==> config.mk <==
export PLATFORM = sky130hd
export DESIGN_NAME = serial_barrel_shifter
export DESIGN_NICKNAME = d
export VERILOG_FILES = /design/src/rtl/serial_barrel_shifter.sv
export SDC_FILE = /design/constraint.sdc
export NUM_CORES = 1
export LEC_CHECK = 0
export BUFFER_PORTS_ARGS = -buffer_cell sky130_fd_sc_hd__buf_2
export CAP_MARGIN = 30
export CORE_UTILIZATION = 47
export DETAILED_ROUTE_END_ITERATION = 8
export PLACE_DENSITY = 0.76
export SLEW_MARGIN = 10
export SYNTH_ARGS = -nofsm -noshare
export SYNTH_HDL_FRONTEND = slang
export SYNTH_SLANG_ARGS = --single-unit
==> constraint.sdc <==
create_clock -name clk -period 1.3 [get_ports clk]
set_input_delay 0.26 -clock clk [delete_from_list [all_inputs] [get_ports clk]]
set_output_delay 0.26 -clock clk [all_outputs]
set_load 0.05 [all_outputs]
==> src/rtl/serial_barrel_shifter.sv <==
// Multi-cycle barrel shifter: captures one request, shifts the word one bit per
// clock, and pulses done when the result in out is final.
module serial_barrel_shifter #(
  parameter int WIDTH = 32,
  parameter int SL_W  = 5
) (
  input  logic             clk,
  input  logic             rst,
  input  logic             start,
  input  logic [WIDTH-1:0] in,
  input  logic [SL_W-1:0]  sl,
  input  logic             left_of_right,
  input  logic [1:0]       logick_rotate_ariphmetic_shift,
  output logic             busy,
  output logic             done,
  output logic [WIDTH-1:0] out
);

  typedef enum logic [1:0] {
    IDLE  = 2'd0,
    SHIFT = 2'd1,
    DONE  = 2'd2
  } state_t;

  state_t           state_q, state_d;
  logic [WIDTH-1:0] data_q, data_d;
  logic [SL_W-1:0]  cnt_q, cnt_d;
  logic             dir_q, dir_d;
  logic [1:0]       mode_q, mode_d;
  logic [WIDTH-1:0] step;

  // Single-bit step; mode 11 falls into the arithmetic default.
  always_comb begin
    step = data_q;
    if (!dir_q) begin
      if (mode_q == 2'b01) step = {data_q[WIDTH-2:0], data_q[WIDTH-1]};
      else                 step = {data_q[WIDTH-2:0], 1'b0};
    end else begin
      case (mode_q)
        2'b00:   step = {1'b0,          data_q[WIDTH-1:1]};
        2'b01:   step = {data_q[0],     data_q[WIDTH-1:1]};
        default: step = {data_q[WIDTH-1], data_q[WIDTH-1:1]};
      endcase
    end
  end

  always_comb begin
    state_d = state_q;
    data_d  = data_q;
    cnt_d   = cnt_q;
    dir_d   = dir_q;
    mode_d  = mode_q;
    case (state_q)
      IDLE: begin
        if (start) begin
          data_d  = in;
          cnt_d   = sl;
          dir_d   = left_of_right;
          mode_d  = logick_rotate_ariphmetic_shift;
          state_d = (sl == '0) ? DONE : SHIFT;
        end
      end
      SHIFT: begin
        data_d = step;
        cnt_d  = cnt_q - SL_W'(1);
        if (cnt_q == SL_W'(1)) state_d = DONE;
      end
      DONE:    state_d = IDLE;
      default: state_d = IDLE;
    endcase
  end

  always_ff @(posedge clk) begin
    if (rst) begin
      state_q <= IDLE;
      data_q  <= '0;
      cnt_q   <= '0;
      dir_q   <= 1'b0;
      mode_q  <= 2'b00;
    end else begin
      state_q <= state_d;
      data_q  <= data_d;
      cnt_q   <= cnt_d;
      dir_q   <= dir_d;
      mode_q  <= mode_d;
    end
  end

  assign busy = (state_q != IDLE);
  assign done = (state_q == DONE);
  assign out  = data_q;

endmodule

Word level (Yosys, flattened, before mapping)
Index checks and enable logic that the tools add are counted.
Widths: inputs -> output; s select.
{ "word_totals": {"inputBits": 43, "output_inout_bits": 34, "reg_bits": 42, "word_cells": 34} }
{ "op_classes": {"mux": 11, "eq_ne": 7, "add_sub_neg": 1, "reduce_logical": 9} }
{ "op_table": {"columns": ["operator", "n"], "rows": [
  ["$pmux 32 s2", 2],
  ["$mux 32", 2],
  ["$pmux 5 s2", 1],
  ["$mux 2", 3],
  ["$reduce_and 2->1", 3],
  ["$eq 5x1->1 const B", 1],
  ["$logic_not 5->1", 1],
  ["$mux 5", 1],
  ["$sub 5x1->5 const B", 1],
  ["$eq 2x1->1 const B", 2],
  ["$logic_not 2->1", 2],
  ["$ne 2x2->1 const B", 2],
  ["$ne 4x3->1 const B", 1],
  ["$pmux 2 s2", 1],
  ["$reduce_bool 2->1", 2],
  ["$reduce_and 3->1", 1],
  ["$eq 2x2->1 const B", 1],
  ["$mux 1", 1]
]} }

Logic depth before layout (Yosys ltp)
Gate-level depths: netlist (run 1).
{ "depth": {"ltp_word": 4, "mapped_depth": 6, "mapped_depth_nobuf": 5} }

Worst setup path before layout (run 1)
OpenSTA, ideal clock, no wires.
{ "synth_path": {"kind": "register -> output", "from": "register state_q[0]", "to": "output port done", "path_slack_ns": -0.238, "path_stages_with_launch": 4, "arrival_ns": 1.278, "path_buffers": 2, "t_required_ns": 1.040, "cell_sequence": "dfxtp_1 > buf_6 > buf_2 > nor2b_1"} }
{ "synth_between": {"elab_chain_len": 1} }
{ "synth_lines": {"columns": ["item", "line_no", "text"], "rows": [
  ["start: declaration", "25", "state_t state_q, state_d;"],
  ["start signal: assignment", "81", "state_q <= state_d;"],
  ["$eq 2x2->1", "90", "assign done = (state_q == DONE);"],
  ["end: declaration", "15", "output logic done,"]
]} }
Every way passes these cells.

Worst setup path after layout (run 1)
{ "layout_path": {"from": "register state_q[1]", "to": "register mode_q[0]"} }
{ "layout_between": {"elab_chain_len": 2} }
{ "layout_lines": {"columns": ["item", "line_no", "text"], "rows": [
  ["$logic_not 2->1", "53", "case (state_q)"],
  ["$reduce_and 2->1 (no line)", null, null],
  ["end signal: assignment", "85", "mode_q <= mode_d;"],
  ["end: declaration", "29", "logic [1:0] mode_q, mode_d;"]
]} }
Every way passes these cells.
A chain may end at the register's enable or synchronous reset.

==> results of run 1 <==
[cells by family (layout without fill, tap and decap cells)]
group / count (synthesis) / in the layout / synth area share
and+or+nand+nor: 86 / 86 / 0.168
buffers and inverters: 31 / 129 / 0.0899
xor gates and xnor gates: 1 / 1 / 0.00333
AOI/OAI and AO/OA: 55 / 56 / 0.234
DFF: 42 / 42 / 0.320
adders and majority gates: 2 / 2 / 0.00951
muxes: 33 / 33 / 0.176
[area by class of cell]
cell class / instances / area (um^2)
Multi-Input combinational cell: 178 / 1770
Timing Repair Buffer: 115 / 922
Sequential cell: 42 / 851
Inverter: 6 / 22.5
Tap cell: 70 / 87.6
Clock buffer: 5 / 68.8
Clock inverter: 3 / 23.8
Fill cell: 380 / 1490
[path summary, 6_finish.rpt]
| path | to | depth (start not counted) |
|---|---|---|
| worst min register to register | cnt_q[1]$_SDFFE_PP0P_ | 2 |
| worst max-delay path | mode_q[0]$_SDFFE_PP0P_ | 6 |
| worst min-delay path | mode_q[1]$_SDFFE_PP0P_ | 3 |
| worst max register to register | mode_q[0]$_SDFFE_PP0P_ | 6 |
[worst min-delay path, cell delays in order]
cell and delay, ps:
buf_2 90, mux2i_1 60, nor2_1 70
[repair_timing]
item                                    4_1_cts  5_1_grt
buffers inserted                              9        5
endpoints found under the setup margin       38       55
resized for setup                            21       49
endpoints found under the hold margin         0        0
hold buffers                                  0        0
pin swaps                                     5       30
cloned                                        2        3
[placed cells by master, fill, tap and decap left out, types with 4 or more instances in the layout]
cell type and n:
a221oi_2 24, a221oi_4 7, buf_12 7, buf_2 61
buf_4 21, buf_6 7, clkbuf_4 12, clkbuf_8 5
dfxtp_1 38, inv_1 6, mux2_4 30, nand2_1 4
nor2_1 31, nor2_2 4, nor3_1 26, nor3_2 7
[report_power, final]
group / internal, mW / switching, mW
Combinational: 0.991 / 1.25
Clock: 0.385 / 0.531
Sequential: 1.45 / 0.200
[layer usage]
| metal | share of wire | vias up | GRT usage |
|---|---|---|---|
| met5 | 0 | - | 0 |
| met4 | 0.014 | 0 | 0.0769 |
| met3 | 0.058 | 13 | 0.0476 |
| met2 | 0.51 | 105 | 0.422 |
| met1 | 0.42 | 1220 | 0.310 |
| li1 | - | 1143 | - |
[registers in the layout, summed over array words and instances (netlist names)]
name and cells:
cnt_q 5, dir_q 1, state_q 2, mode_q 2, out 32
[stage by stage]
| stage | util | instance area, um^2 | hold WS (ps) |
|---|---|---|---|
| global route | 0.715 | 3740 | 182 |
| global placement | 0.599 | 3140 | 463 |
| floorplan | - | 2640 | 407 |
| CTS | 0.659 | 3450 | 196 |
| finish | 0.715 | 3740 | 197 |
| detailed placement | 0.599 | 3140 | 470 |
==> qor.yml, run 1 <==
yosys:
  synth_nets: 295
  yosysMostFrequentCell: "dfxtp_1"
  yosysUniqueCellTypes: 46
  synth_area_per_cell_um2: 10.5
  syn_area_mm2: 0.00263
  synth_ff_type: "dfxtp_1"
  yosys_warnings: 0
  synthArstFlopShare: 0
  synth_top_area_share: 0.320
  ys_ff_latch: 42
  synth_largest_area_cell: "dfxtp_1"
  synth_enable_flop_cells: 0
  syn-instance-count: 250
  synthTopCellsByCount: "dfxtp_1, nor2_1, nor3_1, a221oi_2, mux2_4"
  synth_area_leaders: "dfxtp_1, a221oi_2, mux2_4, nor3_1, nor2_1"
  ys_seq_area_frac: 0.320
floorplanning:
  initial_core_util: 0.502
  die_area_mm2: 0.00590
  rows: 26
  coreArea_mm2: 0.00524
  io_pins: 77
  dieHeight_um: 76.8
  die_x_um: 76.8
clocking:
  clk_pin_slew_worst_paths_ps: 100
  htreeDepth: 2
  cts_sinks: 42
  cts-root-buf: "clkbuf_8"
  cts_tree: "built"
  clkLatencyLatePin_ps: 310
  cts_buffers: 5
  clockBufferDepth: 2
worst_setup_path:
  path_class: "reg2reg"
  r2r-start: "state_q[1]$_SDFFE_PP0P_"
  crit_family: "buffers and inverters"
  reg2reg_slack_ps: -130
  cp-end-kind: "flip-flop"
  crit_slowest_cell: "dfxtp_2"
  path_cells: "buf_6 -> buf_4 -> nor3b_4 -> buf_6 -> mux2i_1 -> nor2_1"
  cp-start-kind: "flip-flop"
  cp_max_fo: 6
  max_stage_delay_ps: 350
  cp_common_cell: "buf_6"
  cp.arrival_ps: 1630
  required_ps: 1510
  cp_num_buf_inv: 3
  crit_start: "state_q[1]$_SDFFE_PP0P_"
power_and_ir_drop:
  total_power_mw: 4.81
  power.density_mw_per_mm2: 1280
  power_leakage_nw: 1.59
  vdd_drop_max_mv: 0.812
outcome:
  violations: "setup timing"
  outcome: "finished with violations"
min_path:
  min-delay-start: "logick_rotate_ariphmetic_shift[1]"
  hold_class: "in2reg"
global_routing:
  grt_usage: 0.247
  grt_pass1_vias: 2293
  grt_max_degree: 26
  grt_pass1_wl_um: 11500
  grt_antenna_before_repair: 0
  overflow: 0
layout:
  stdcell_count: 419
  drive_gt1_frac: 0.616
  n_antenna_cell: 0
  layout.nets: 393
  areaGrowthSynthToFinish_pct: 42.4
routing:
  drt_iter0_drc: 78
  first_pass_iters: 4
  vias: 2481
  via_per_inst: 5.92
  drt_wl_total_um: 7730
  drc: 0
  wl_per_cell_um: 18.5
  drtAntennaViolNets: 0
timing:
  finalSetupTns_ps: -2410
  rsz0062_at_grt: "yes"
  worstMarginPinSlew_ps: 315
  layout_min_cycle_time_ps: 1430
  max_freq_mhz: 700
  finalHoldViolCount: 0
  setup_viol: 41
  maxSlewHeadroom: 0.790
  fin_crit_sh: 1.10
  finalMaxSlewViolations: 0
  finClkSkew_ps: 14.0
  setup_slack_ps: -128
placement:
  hpwl_um: 4680
  pre_cts_slack_ps: -105
  place.gp.congestion: 0.866
  place.port_buffers: 76
  place_inst: 392
job:
  cap_violations: 0
Power figures use the tool's default switching activity.
==> run 2: changes to the inputs <==
--- a/config.mk
+++ b/config.mk
@@ -7,9 +7,9 @@
 export LEC_CHECK = 0
 export BUFFER_PORTS_ARGS = -buffer_cell sky130_fd_sc_hd__buf_2
 export CAP_MARGIN = 30
-export CORE_UTILIZATION = 47
+export CORE_UTILIZATION = 55
 export DETAILED_ROUTE_END_ITERATION = 8
-export PLACE_DENSITY = 0.76
+export PLACE_DENSITY = 0.84
 export SLEW_MARGIN = 10
 export SYNTH_ARGS = -nofsm -noshare
 export SYNTH_HDL_FRONTEND = slang
==> constraint.sdc (replaced) <==
create_clock -name clk -period 1.8 [get_ports clk]
set_input_delay 0.36 -clock clk [delete_from_list [all_inputs] [get_ports clk]]
set_output_delay 0.36 -clock clk [all_outputs]
set_load 0.05 [all_outputs]
==> qor.yml, run 2 (synthesized netlist as in run 1, its figures left out) <==
outcome:
  outcome: "finished with violations"
  violations: "DRC"
routing:
  drc: 6  # +6
  drt_iter0_drc: 123  # +58%
  vias: 2230  # -10%
  via_per_inst: 6.01  # +1.5%
  wl_per_cell_um: 16.8  # -9.1%
  first_pass_iters: 7  # +3
  drtAntennaViolNets: 0  # unchanged
  drt_wl_total_um: 6220  # -20%
min_path:
  holdPathStages: 3  # unchanged
  min-delay-start: "logick_rotate_ariphmetic_shift[1]"
  hold_end: "mode_q[1]$_SDFFE_PP0P_"
  hold_class: "in2reg"
clocking:
  clkLatencyLatePin_ps: 290  # -20 ps
  ctsResizeCount: 0  # -100%
  post_cts_buffers: 0  # -9
  htreeDepth: 2  # unchanged
  clk_pin_slew_worst_paths_ps: 80  # -20 ps
  cts_tree: "built"
  clockBufferDepth: 2  # unchanged
  cts-root-buf: "clkbuf_8"
  cts_sinks: 42  # unchanged
  cts_buffers: 5  # unchanged
  postCtsHoldBufs: 0  # unchanged
floorplanning:
  die_x_um: 71.2  # -7.4%
  io_pins: 77  # unchanged
  coreArea_mm2: 0.00447  # -15%
  dieHeight_um: 71.2  # -7.4%
  rows: 24  # -7.7%
  die_area_mm2: 0.00506  # -14%
  initial_core_util: 0.588  # +0.0857
worst_setup_path:
  cp-end-kind: "primary output"
  cp-start-kind: "flip-flop"
  reg2reg_slack_ps: 240  # +370 ps
  regToRegEndpoint: "out[20]$_SDFFE_PP0P_"
  worst-r2r-cell-count: 4  # -2
  path_cells: "nor2b_1 -> buf_2"
  required_ps: 1440  # -70 ps
  cp.arrival_ps: 1290  # -340 ps
  max_stage_delay_ps: 570  # +220 ps
  path_class: "reg2out"
  r2r-start: "state_q[1]$_SDFFE_PP0P_"
  cp_max_fo: 11  # +5
  crit_slowest_cell: "dfxtp_1"
power_and_ir_drop:
  vdd_drop_max_mv: 0.655  # -19%
  power.density_mw_per_mm2: 1030  # -20%
  power_leakage_nw: 1.35  # -15%
timing:
  fin_crit_sh: 0.919
  finalHoldViolCount: 0  # unchanged
  whs_ps: 303  # +106 ps
  rsz0062_at_grt: "no"
  maxSlewHeadroom: 0.523  # -0.267
  finalSetupTns_ps: 0  # +2410 ps
  max_freq_mhz: 605
  layout_min_cycle_time_ps: 1650
  finalMaxSlewViolations: 0  # unchanged
  worstMarginPinSlew_ps: 714  # +400 ps
  finClkSkew_ps: 5.87  # -8.13 ps
  setup_viol: 0  # -100%
layout:
  fillers: 358  # -5.8%
  drive_gt1_frac: 0.498  # -0.118
  largest_reg_flops: 32  # unchanged
  layout_commonest_cell: "buf_2"
  n_antenna_cell: 0  # unchanged
  mostFrequentLayoutCells: "buf_2, dfxtp_1, nor2_1"
  stdcell_count: 371  # -11%
  post-route-cell-area_mm2: 0.00308  # -18%
  post-route-util: 0.689  # -0.0260
  layout.nets: 363  # -7.6%
  areaGrowthSynthToFinish_pct: 17.2
global_routing:
  grt_max_degree: 37  # +42%
  grt_pass1_wl_um: 10400  # -10%
  grt_usage: 0.258  # +0.0107
  gr-usage-met1: 0.336  # +0.0252
  grt_pass1_vias: 2185  # -4.7%
  grt_busiest_layer: "met2"
  grt_antenna_before_repair: 0  # unchanged
  met2_usage: 0.432  # +0.00942
  grtUsageMet3: 0.0342  # -0.0134
  overflow: 0  # unchanged
placement:
  hpwl_um: 4300  # -8.0%
  place.gp.congestion: 0.929  # +7.3%
  place_inst: 363  # -7.4%
  place.port_buffers: 76  # unchanged
  placed_area_mm2: 0.00298  # -5.1%
job:
  cap_violations: 0  # unchanged
[run 2: cell count changes in the layout (fill, tap and decap cells not counted), moves of 4 or more]
| cell | delta |
|---|---|
| a221oi_4 | -7 |
| buf_12 | -4 |
| nor2_2 | -4 |
| mux2_4 | -5 |
| buf_2 | +15 |
| clkbuf_4 | -12 |
| buf_6 | -7 |
| buf_4 | -14 |
| mux2_2 | +5 |
| a221oi_1 | +5 |
| nor2_1 | +4 |
[run 2: critical path, delay by kind of cell, from the launching register on]
kind / cells / cell delay, ps
buf+inv: 1 / 260
flops: 1 / 570
simple gates: 1 / 170
[run 2: how the worst max path moves through the flow]
stage                            start                   end  slack [ps]  depth (start not counted)
5_1_grt        state_q[1]$_SDFFE_PP0P_                  busy          90                          2
6_report       state_q[1]$_SDFFE_PP0P_                  done         150                          2
3_3_place_gp                     start  out[22]$_SDFFE_PP0P_         190                          5
3_5_place_dp                     start  out[25]$_SDFFE_PP0P_         130                          5
4_1_cts        state_q[1]$_SDFFE_PP0P_                  done         150                          2
2_1_floorplan  state_q[0]$_SDFFE_PP0P_                  done         160                          3
[run 2: where the power goes]
part | internal [mW] | total [mW] | switching, mW
clock network | 0.415 | 0.737 | 0.322
registers | 1.05 | 1.17 | 0.129
logic | 0.486 | 1.27 | 0.779
[run 2: final cells by class]
class	count	area, um^2	area share
Tap cell	52	65.1	0.0211
Clock buffer	7	76.3	0.0248
Timing Repair Buffer	86	493	0.160
Clock inverter	1	30.0	0.00974
Multi-Input combinational cell	177	1550	0.504
Sequential cell	42	842	0.273
Inverter	6	22.5	0.00731
[run 2: per-stage QoR]
| stage | power, mW | setup slack [ps] |
|---|---|---|
| 6_report | 3.18 | 146 |
| 5_1_grt | 3.32 | 92.2 |
| 4_1_cts | 3.18 | 146 |
| 3_5_place_dp | 2.45 | 133 |
| 3_3_place_gp | 2.42 | 189 |
| 2_1_floorplan | 2.20 | 162 |
[run 2: metal layers]
| layer | vias to the layer above | part of all wire | wire (um) |
|---|---|---|---|
| met3 | 17 | 0.059 | 370 |
| met5 | - | 0 | 0 |
| met1 | 1049 | 0.44 | 2750 |
| li1 | 1069 | - | - |
| met4 | 0 | 0.023 | 145 |
| met2 | 95 | 0.47 | 2950 |
